## src/rtl/mem_arbiter_if.sv

```systemverilog
// mem_arbiter_if: bundles the RAM/IO pins and the icache/LSB request buses of the memory arbiter
interface mem_arbiter_if #(
  parameter int LINE_BYTES = 16,
  parameter int ADDR_W     = 32
);
  logic                    rdy_in;
  logic                    io_buffer_full;
  logic [7:0]              mem_din;
  logic [7:0]              mem_dout;
  logic [ADDR_W-1:0]       mem_a;
  logic                    mem_wr;
  logic                    if_req;
  logic [ADDR_W-1:0]       if_addr;
  logic                    if_done;
  logic [LINE_BYTES*8-1:0] if_line;
  logic                    ls_req;
  logic                    ls_wr;
  logic [ADDR_W-1:0]       ls_addr;
  logic [1:0]              ls_size;
  logic [31:0]             ls_wdata;
  logic                    ls_done;
  logic [31:0]             ls_rdata;
  logic                    flush;
  modport slave (
    input  rdy_in, io_buffer_full, mem_din, if_req, if_addr, ls_req, ls_wr, ls_addr, ls_size,
           ls_wdata, flush,
    output mem_dout, mem_a, mem_wr, if_done, if_line, ls_done, ls_rdata
  );
  modport master (
    output rdy_in, io_buffer_full, mem_din, if_req, if_addr, ls_req, ls_wr, ls_addr, ls_size,
           ls_wdata, flush,
    input  mem_dout, mem_a, mem_wr, if_done, if_line, ls_done, ls_rdata
  );
endinterface

```

## src/rtl/mem_arbiter.sv

```systemverilog
// mem_arbiter: shares the byte-wide RAM/IO port between icache refills and the load/store buffer
// Ports: clk_in/rst_in (sync active-high reset); bus.slave carries rdy_in, io_buffer_full,
// mem_din/mem_dout/mem_a/mem_wr pins, if_req/if_addr/if_done/if_line refill port,
// ls_req/ls_wr/ls_addr/ls_size/ls_wdata/ls_done/ls_rdata load/store port and flush.
module mem_arbiter #(
  parameter int LINE_BYTES = 16,
  parameter int ADDR_W     = 32
) (
  input logic          clk_in,
  input logic          rst_in,
  mem_arbiter_if.slave bus
);
  localparam int CW = $clog2(LINE_BYTES) + 1;
  localparam logic [1:0] IDLE = 2'd0, RD = 2'd1, WR = 2'd2, IO_WAIT = 2'd3;
  logic [1:0]              st;
  logic                    who, last_ls, pend;
  logic [CW-1:0]           cnt, len, pidx;
  logic [ADDR_W-1:0]       base, a_q, cur, live_a;
  logic [31:0]             wdata;
  logic [LINE_BYTES*8-1:0] line;
  logic [7:0]              live_d;
  logic                    grant_ls, grant_if, io_stall, live_wr, done_c;
  always_comb begin
    cur = base + ADDR_W'(cnt);
    grant_ls = bus.ls_req && !bus.flush && (!bus.if_req || !last_ls);
    grant_if = bus.if_req && !bus.flush && !grant_ls;
    io_stall = st == WR && cnt < len && cur[17:16] == 2'b11 && bus.io_buffer_full;
    live_wr = st == WR && cnt < len && !io_stall;
    live_a = (live_wr || (st == RD && cnt < len)) ? cur : '0;
    live_d = live_wr ? wdata[{cnt[1:0], 3'b000} +: 8] : 8'h00;
    done_c = bus.rdy_in && cnt == len && (st == WR || (st == RD && !pend && !bus.flush));
    bus.mem_wr = live_wr && bus.rdy_in;
    bus.mem_a = bus.rdy_in ? live_a : a_q;
    bus.mem_dout = live_d;
    bus.if_done = done_c && !who;
    bus.ls_done = done_c && who;
    bus.if_line = line;
    bus.ls_rdata = line[31:0];
  end
  always_ff @(posedge clk_in) begin
    if (rst_in) begin
      st <= IDLE;
      who <= 1'b0;
      last_ls <= 1'b0;
      pend <= 1'b0;
      cnt <= '0;
      len <= '0;
      pidx <= '0;
      base <= '0;
      a_q <= '0;
      wdata <= '0;
      line <= '0;
    end else if (bus.rdy_in) begin
      a_q <= live_a;
      case (st)
        IDLE: if (grant_ls || grant_if) begin
          st <= (grant_ls && bus.ls_wr) ? WR : RD;
          who <= grant_ls;
          last_ls <= grant_ls;
          base <= grant_ls ? bus.ls_addr : bus.if_addr;
          len <= !grant_ls ? CW'(LINE_BYTES) : bus.ls_size == 2'd0 ? CW'(1) :
                 bus.ls_size == 2'd1 ? CW'(2) : CW'(4);
          wdata <= bus.ls_wdata;
          cnt <= '0;
          pend <= 1'b0;
          line <= '0;
        end
        RD: if (bus.flush || done_c) begin
          st <= IDLE;
          pend <= 1'b0;
        end else begin
          // pend/pidx track the address issued last cycle whose byte is on mem_din now
          if (pend) line[{pidx, 3'b000} +: 8] <= bus.mem_din;
          pend <= cnt < len;
          pidx <= cnt;
          if (cnt < len) cnt <= cnt + CW'(1);
        end
        WR: if (done_c) st <= IDLE;
            else if (io_stall) st <= IO_WAIT;
            else cnt <= cnt + CW'(1);
        IO_WAIT: if (!bus.io_buffer_full) st <= WR;
      endcase
    end else if (st == RD && pend) begin
      // a pause drops the in-flight read byte, so rewind to re-issue it on resume
      pend <= 1'b0;
      cnt <= pidx;
    end
  end
endmodule

```

## src/flat_wrapper.sv

```systemverilog
// flat-port wrapper written by rule: the top's interface ports become plain ports
module mem_arbiter_flat 
#(
  parameter int LINE_BYTES = 16,
  parameter int ADDR_W     = 32
)
  (clk_in, rst_in, bus_rdy_in, bus_io_buffer_full, bus_mem_din, bus_if_req, bus_if_addr, bus_ls_req, bus_ls_wr, bus_ls_addr, bus_ls_size, bus_ls_wdata, bus_flush, bus_mem_dout, bus_mem_a, bus_mem_wr, bus_if_done, bus_if_line, bus_ls_done, bus_ls_rdata);
  mem_arbiter_if #(.LINE_BYTES(LINE_BYTES), .ADDR_W(ADDR_W)) bus_i ();
  input logic clk_in;
  input logic rst_in;
  input wire logic [$bits(bus_i.rdy_in)-1:0] bus_rdy_in;
  input wire logic [$bits(bus_i.io_buffer_full)-1:0] bus_io_buffer_full;
  input wire logic [$bits(bus_i.mem_din)-1:0] bus_mem_din;
  input wire logic [$bits(bus_i.if_req)-1:0] bus_if_req;
  input wire logic [$bits(bus_i.if_addr)-1:0] bus_if_addr;
  input wire logic [$bits(bus_i.ls_req)-1:0] bus_ls_req;
  input wire logic [$bits(bus_i.ls_wr)-1:0] bus_ls_wr;
  input wire logic [$bits(bus_i.ls_addr)-1:0] bus_ls_addr;
  input wire logic [$bits(bus_i.ls_size)-1:0] bus_ls_size;
  input wire logic [$bits(bus_i.ls_wdata)-1:0] bus_ls_wdata;
  input wire logic [$bits(bus_i.flush)-1:0] bus_flush;
  output wire logic [$bits(bus_i.mem_dout)-1:0] bus_mem_dout;
  output wire logic [$bits(bus_i.mem_a)-1:0] bus_mem_a;
  output wire logic [$bits(bus_i.mem_wr)-1:0] bus_mem_wr;
  output wire logic [$bits(bus_i.if_done)-1:0] bus_if_done;
  output wire logic [$bits(bus_i.if_line)-1:0] bus_if_line;
  output wire logic [$bits(bus_i.ls_done)-1:0] bus_ls_done;
  output wire logic [$bits(bus_i.ls_rdata)-1:0] bus_ls_rdata;
  assign bus_i.rdy_in = bus_rdy_in;
  assign bus_i.io_buffer_full = bus_io_buffer_full;
  assign bus_i.mem_din = bus_mem_din;
  assign bus_i.if_req = bus_if_req;
  assign bus_i.if_addr = bus_if_addr;
  assign bus_i.ls_req = bus_ls_req;
  assign bus_i.ls_wr = bus_ls_wr;
  assign bus_i.ls_addr = bus_ls_addr;
  assign bus_i.ls_size = bus_ls_size;
  assign bus_i.ls_wdata = bus_ls_wdata;
  assign bus_i.flush = bus_flush;
  assign bus_mem_dout = bus_i.mem_dout;
  assign bus_mem_a = bus_i.mem_a;
  assign bus_mem_wr = bus_i.mem_wr;
  assign bus_if_done = bus_i.if_done;
  assign bus_if_line = bus_i.if_line;
  assign bus_ls_done = bus_i.ls_done;
  assign bus_ls_rdata = bus_i.ls_rdata;
  mem_arbiter #(.LINE_BYTES(LINE_BYTES), .ADDR_W(ADDR_W)) u_core (.clk_in(clk_in), .rst_in(rst_in), .bus(bus_i));
endmodule
```

## config.mk

```make
export PLATFORM = sky130hd
export DESIGN_NAME = mem_arbiter_flat
export DESIGN_NICKNAME = d
export VERILOG_FILES = /design/src/rtl/mem_arbiter_if.sv /design/src/rtl/mem_arbiter.sv /design/src/flat_wrapper.sv
export SDC_FILE = /design/constraint.sdc
export NUM_CORES = 1
export LEC_CHECK = 0
export BUFFER_PORTS_ARGS = -buffer_cell sky130_fd_sc_hd__clkbuf_2
export CAP_MARGIN = 20
export CORE_ASPECT_RATIO = 1.2
export CORE_MARGIN = 2
export CORE_UTILIZATION = 41
export DETAILED_ROUTE_END_ITERATION = 16
export GPL_TIMING_DRIVEN = 0
export PLACE_DENSITY = 0.77
export RECOVER_POWER = 25
export SYNTH_ARGS = -nofsm -noshare
export SYNTH_HDL_FRONTEND = slang
export SYNTH_SLANG_ARGS = --single-unit
export TNS_END_PERCENT = 30
```

## constraint.sdc

```tcl
create_clock -name clk_in -period 3.2 [get_ports clk_in]
set_clock_uncertainty 0.2 [all_clocks]
set_input_delay 0.16 -clock clk_in [delete_from_list [all_inputs] [get_ports clk_in]]
set_output_delay 0.16 -clock clk_in [all_outputs]
set_load 0.01 [all_outputs]
```

==> impl_table.tex <==
\begin{tabular}{lr}
\hline
Metric & Value \\
\hline
\multicolumn{2}{l}{\textbf{Setup path}} \\
Cell Chain, Critical Path & clkbuf\_16 -> inv\_4 -> fa\_2 -> nor2b\_2 -> o2111ai\_2 -> a211oi\_2 -> buf\_4 -> mux2\_4 -> o21a\_4 -> nor2\_4 -> buf\_8 -> buf\_8 -> o31ai\_2 -> clkbuf\_2 \\
CP Launch Type & flop \\
Kind of end point of the critical path & primary output \\
Maximum net fanout on the critical path & 7 \\
Cell with the largest stage delay on the worst path & dfxtp\_4 \\
Setup Crit Path Kind & flop to primary output \\
Biggest cell delay along the critical path & 0.36 ns \\
CP arrival & 3.35 ns \\
Required time reported for the critical path endpoint & 2.84 ns \\
Cell mode on critical path & buf\_8 \\
\multicolumn{2}{l}{\textbf{Floorplan}} \\
Number of I/O pins & 317 \\
Core region area & 26,400 um2 \\
Y dimension of the die & 184 um \\
Initial cell density of the core & 41.9\% \\
Floorplan die area & 28,400 um2 \\
Die Width & 154 um \\
Number of rows in the core area & 65 \\
\multicolumn{2}{l}{\textbf{GRT}} \\
Initial antenna violation count & 2 \\
Number of global-route vias before repair & 11,414 \\
All-layer global routing usage & 26.6\% \\
First-pass GRT wire length & 60,300 um \\
Maximum number of pins on one net before global-route repair & 15 \\
Total global routing overflow & 0 \\
\multicolumn{2}{l}{\textbf{Drt}} \\
DRC viols & 0 \\
Wirelength, routed & 40,900 um \\
Iteration-0 DRC Markers & 866 \\
Number of vias in the routed layout & 11,827 \\
Vias per cell & 5.72 \\
Drt first pass iters & 6 \\
Per-cell routed wire length & 19.7 um \\
Antenna viol nets, final & 0 \\
\multicolumn{2}{l}{\textbf{STA}} \\
Max-slew violation count & 0 \\
Final worst hold slack & 0.0322 ns \\
Max\_slew headroom & 32.5\% \\
Setup violators final & 43 \\
Final hold violations & 0 \\
RSZ-0062 raised after global routing & yes \\
Crit path time final & 3.71 ns \\
Portion of the clock cycle consumed by the worst path in the final layout & 116\% \\
Summed negative setup slack over all endpoints & -18.99 ns \\
Worst Max-Slew Pin Slew & 1.01 ns \\
Worst Slack Setup Final & -0.515 ns \\
Highest clock frequency the design can meet & 269 MHz \\
\multicolumn{2}{l}{\textbf{Final layout}} \\
Layout overhead on the synthesized area & 40.3\% \\
Number of inserted filler cells in the final layout & 2,210 \\
Ratio of cells with drive above 1 in the final layout & 25.0\% \\
Final instance area & 15,500 um2 \\
Layout Nets & 1,845 \\
\multicolumn{2}{l}{\textbf{Placement}} \\
Buffers on Ports & 308 \\
Final GP Congestion & 0.904 \\
Placed inst area & 13,000 um2 \\
Dpl hpwl & 26,900 um \\
\multicolumn{2}{l}{\textbf{Logic synthesis}} \\
Mean area per synthesized cell & 8.86 um2 \\
Net count after synthesis & 1,383 \\
EDFF count, synth & 0 \\
Flip-flop and latch count after synthesis & 242 \\
Synth Flop Type & dfxtp\_1 \\
Number of synthesis warnings & 0 \\
Number of distinct library cells after synthesis & 68 \\
Share of synthesized flip-flops with an asynchronous set or reset & 0\% \\
Number of standard cells after synthesis & 1,251 \\
Post-synthesis cell area & 11,100 um2 \\
Part of the Yosys area used for sequential elements & 43.7\% \\
\multicolumn{2}{l}{\textbf{Clock network}} \\
H-tree depth & 1 \\
Clock tree from TritonCTS & yes \\
Number of buffers on the longest clock path & 3 \\
Worst skew pair latency & 0.53 ns \\
CTS sink cnt & 242 \\
Clock buffers created by TritonCTS & 26 \\
Root buffer selected by CTS & clkbuf\_16 \\
Clock-pin slew reported for the worst setup and hold paths after clock tree synthesis & 0.06 ns \\
\multicolumn{2}{l}{\textbf{Power}} \\
P\_leak & 6.04 nW \\
Post-layout total power & 7.50 mW \\
IR Drop Worst-Case VDD & 0.000305 V \\
Power density relative to cell area & 482 nW/um2 \\
\multicolumn{2}{l}{\textbf{Outcome}} \\
Result of the run & finished with violations \\
Violated checks & negative setup slack \\
\multicolumn{2}{l}{\textbf{Job}} \\
Max-cap viol count & 0 \\
\multicolumn{2}{l}{\textbf{Min path}} \\
Class of the tightest hold or removal check & primary input to flop \\
\hline
\end{tabular}
[layout by cell type (no fill, tap or decap), types with 15 or more instances in the layout]
| cell type | Yosys | layout |
|---|---|---|
| o32ai_1 | 28 | 28 |
| xnor2_1 | 15 | 15 |
| clkbuf_16 | 0 | 29 |
| nor2_1 | 179 | 171 |
| a211oi_1 | 33 | 33 |
| clkbuf_1 | 67 | 145 |
| mux2i_1 | 36 | 36 |
| a21oi_1 | 49 | 48 |
| xor2_1 | 21 | 20 |
| nand3_1 | 24 | 24 |
| buf_4 | 33 | 52 |
| buf_6 | 3 | 15 |
| a22o_1 | 24 | 24 |
| ha_1 | 17 | 16 |
| o31ai_1 | 32 | 21 |
| dlygate4sd3_1 | 0 | 102 |
| dfxtp_1 | 242 | 235 |
| inv_1 | 24 | 22 |
| nand2b_1 | 36 | 36 |
| nand2_1 | 108 | 105 |
| clkbuf_2 | 0 | 216 |
| a22oi_1 | 104 | 104 |
[power breakdown]
part	internal, mW	switching (mW)	total (mW)
Clock	1.74	1.24	2.98
Sequential	3.09	0.0812	3.17
Combinational	0.532	0.813	1.34
[critical path: cells and delay by family, from the launching register on]
kind	cells	cell delay, ns
buffers and inverters	6	0.77
AOI/OAI and AO/OA	4	0.70
DFF	1	0.36
adders and majority gates	1	0.36
muxes	1	0.31
and+or+nand+nor	2	0.29
[routing by layer]
metal	track usage (%)	share of wire [%]	vias up	wire [um]
met4	11.2	3.9	2	1580
met2	49.7	51	665	20900
li1	-	-	5401	-
met5	0	0.020	-	8
met3	4.60	7.7	132	3150
met1	29.6	37	5627	15200
[cell usage after synthesis (all sizes together) (29+ instances only)]
master | n | area (um2)
o31ai | 33 | 253
nand2b | 36 | 225
clkbuf | 67 | 251
a21oi | 49 | 245
dfxtp | 242 | 4840
nand2 | 108 | 405
a211oi | 34 | 260
nor2 | 180 | 678
o32ai | 29 | 262
buf | 58 | 372
mux2i | 36 | 360
a22oi | 104 | 781
[logic make-up after synthesis]
kind of cell / share of synthesized area (%)
mux: 5.01
flops: 43.7
xor+xnor: 2.85
compound gates: 21.9
buf+inv: 6.44
simple gates: 17.9
fa+ha+maj: 2.10
[per-stage QoR]
step / setup slack, ns / utilization [%] / std cells
6_report: -0.515 / 58.8 / 2069
2_1_floorplan: 0.0471 / - / 1251
5_1_grt: -0.617 / 58.8 / 2068
3_5_place_dp: -0.793 / 49.4 / 1895
4_1_cts: -0.501 / 57.9 / 2063
3_3_place_gp: -0.732 / 49.3 / 1894
[path summary, 6_finish.rpt]
path                                  startpoint  slack (ns)                     to  cells after the start
worst max-delay path               u_core.cnt[1]       -0.51          bus_mem_a[27]                     14
worst min-delay path              bus_mem_din[0]        0.03  u_core.bus.if_line[0]                      2
worst max register to register     u_core.cnt[1]       -0.06         u_core.a_q[27]                     10
worst min register to register  u_core.wdata[18]        0.25       u_core.wdata[18]                      2
[sequential cells by signal, indices dropped and copies added (netlist names)]
register,flops
u_core.a_q,32
u_core.who,1
u_core.pend,1
u_core.pidx,5
u_core.wdata,32
u_core.st,2
u_core.len,4
u_core.bus.if_line,128
u_core.base,32
u_core.cnt,5
[repair_timing]
| item | 4_1_cts | 5_1_grt |
|---|---|---|
| endpoints found under the hold margin | 73 | 0 |
| pin swaps | 9 | 13 |
| cloned | 2 | 1 |
| endpoints found under the setup margin | 210 | 199 |
| resized for setup | 67 | 83 |
| hold buffers | 102 | 0 |
| buffers inserted | 17 | 4 |
[final cells by class]
class                      instances  area, um2  share of cell area [%]
sequential                       242       4860                    31.3
buffer                           124        683                    4.40
clock buffer                      37        763                    4.91
clock inverter                    10       85.1                   0.547
tap                              335        419                    2.70
antenna                            2       5.00                  0.0322
multi-input combinational        860       5870                    37.8
timing repair buffer             435       2770                    17.8
inverter                          24       92.6                   0.596
No activity file was read; power rests on OpenSTA's default activity.
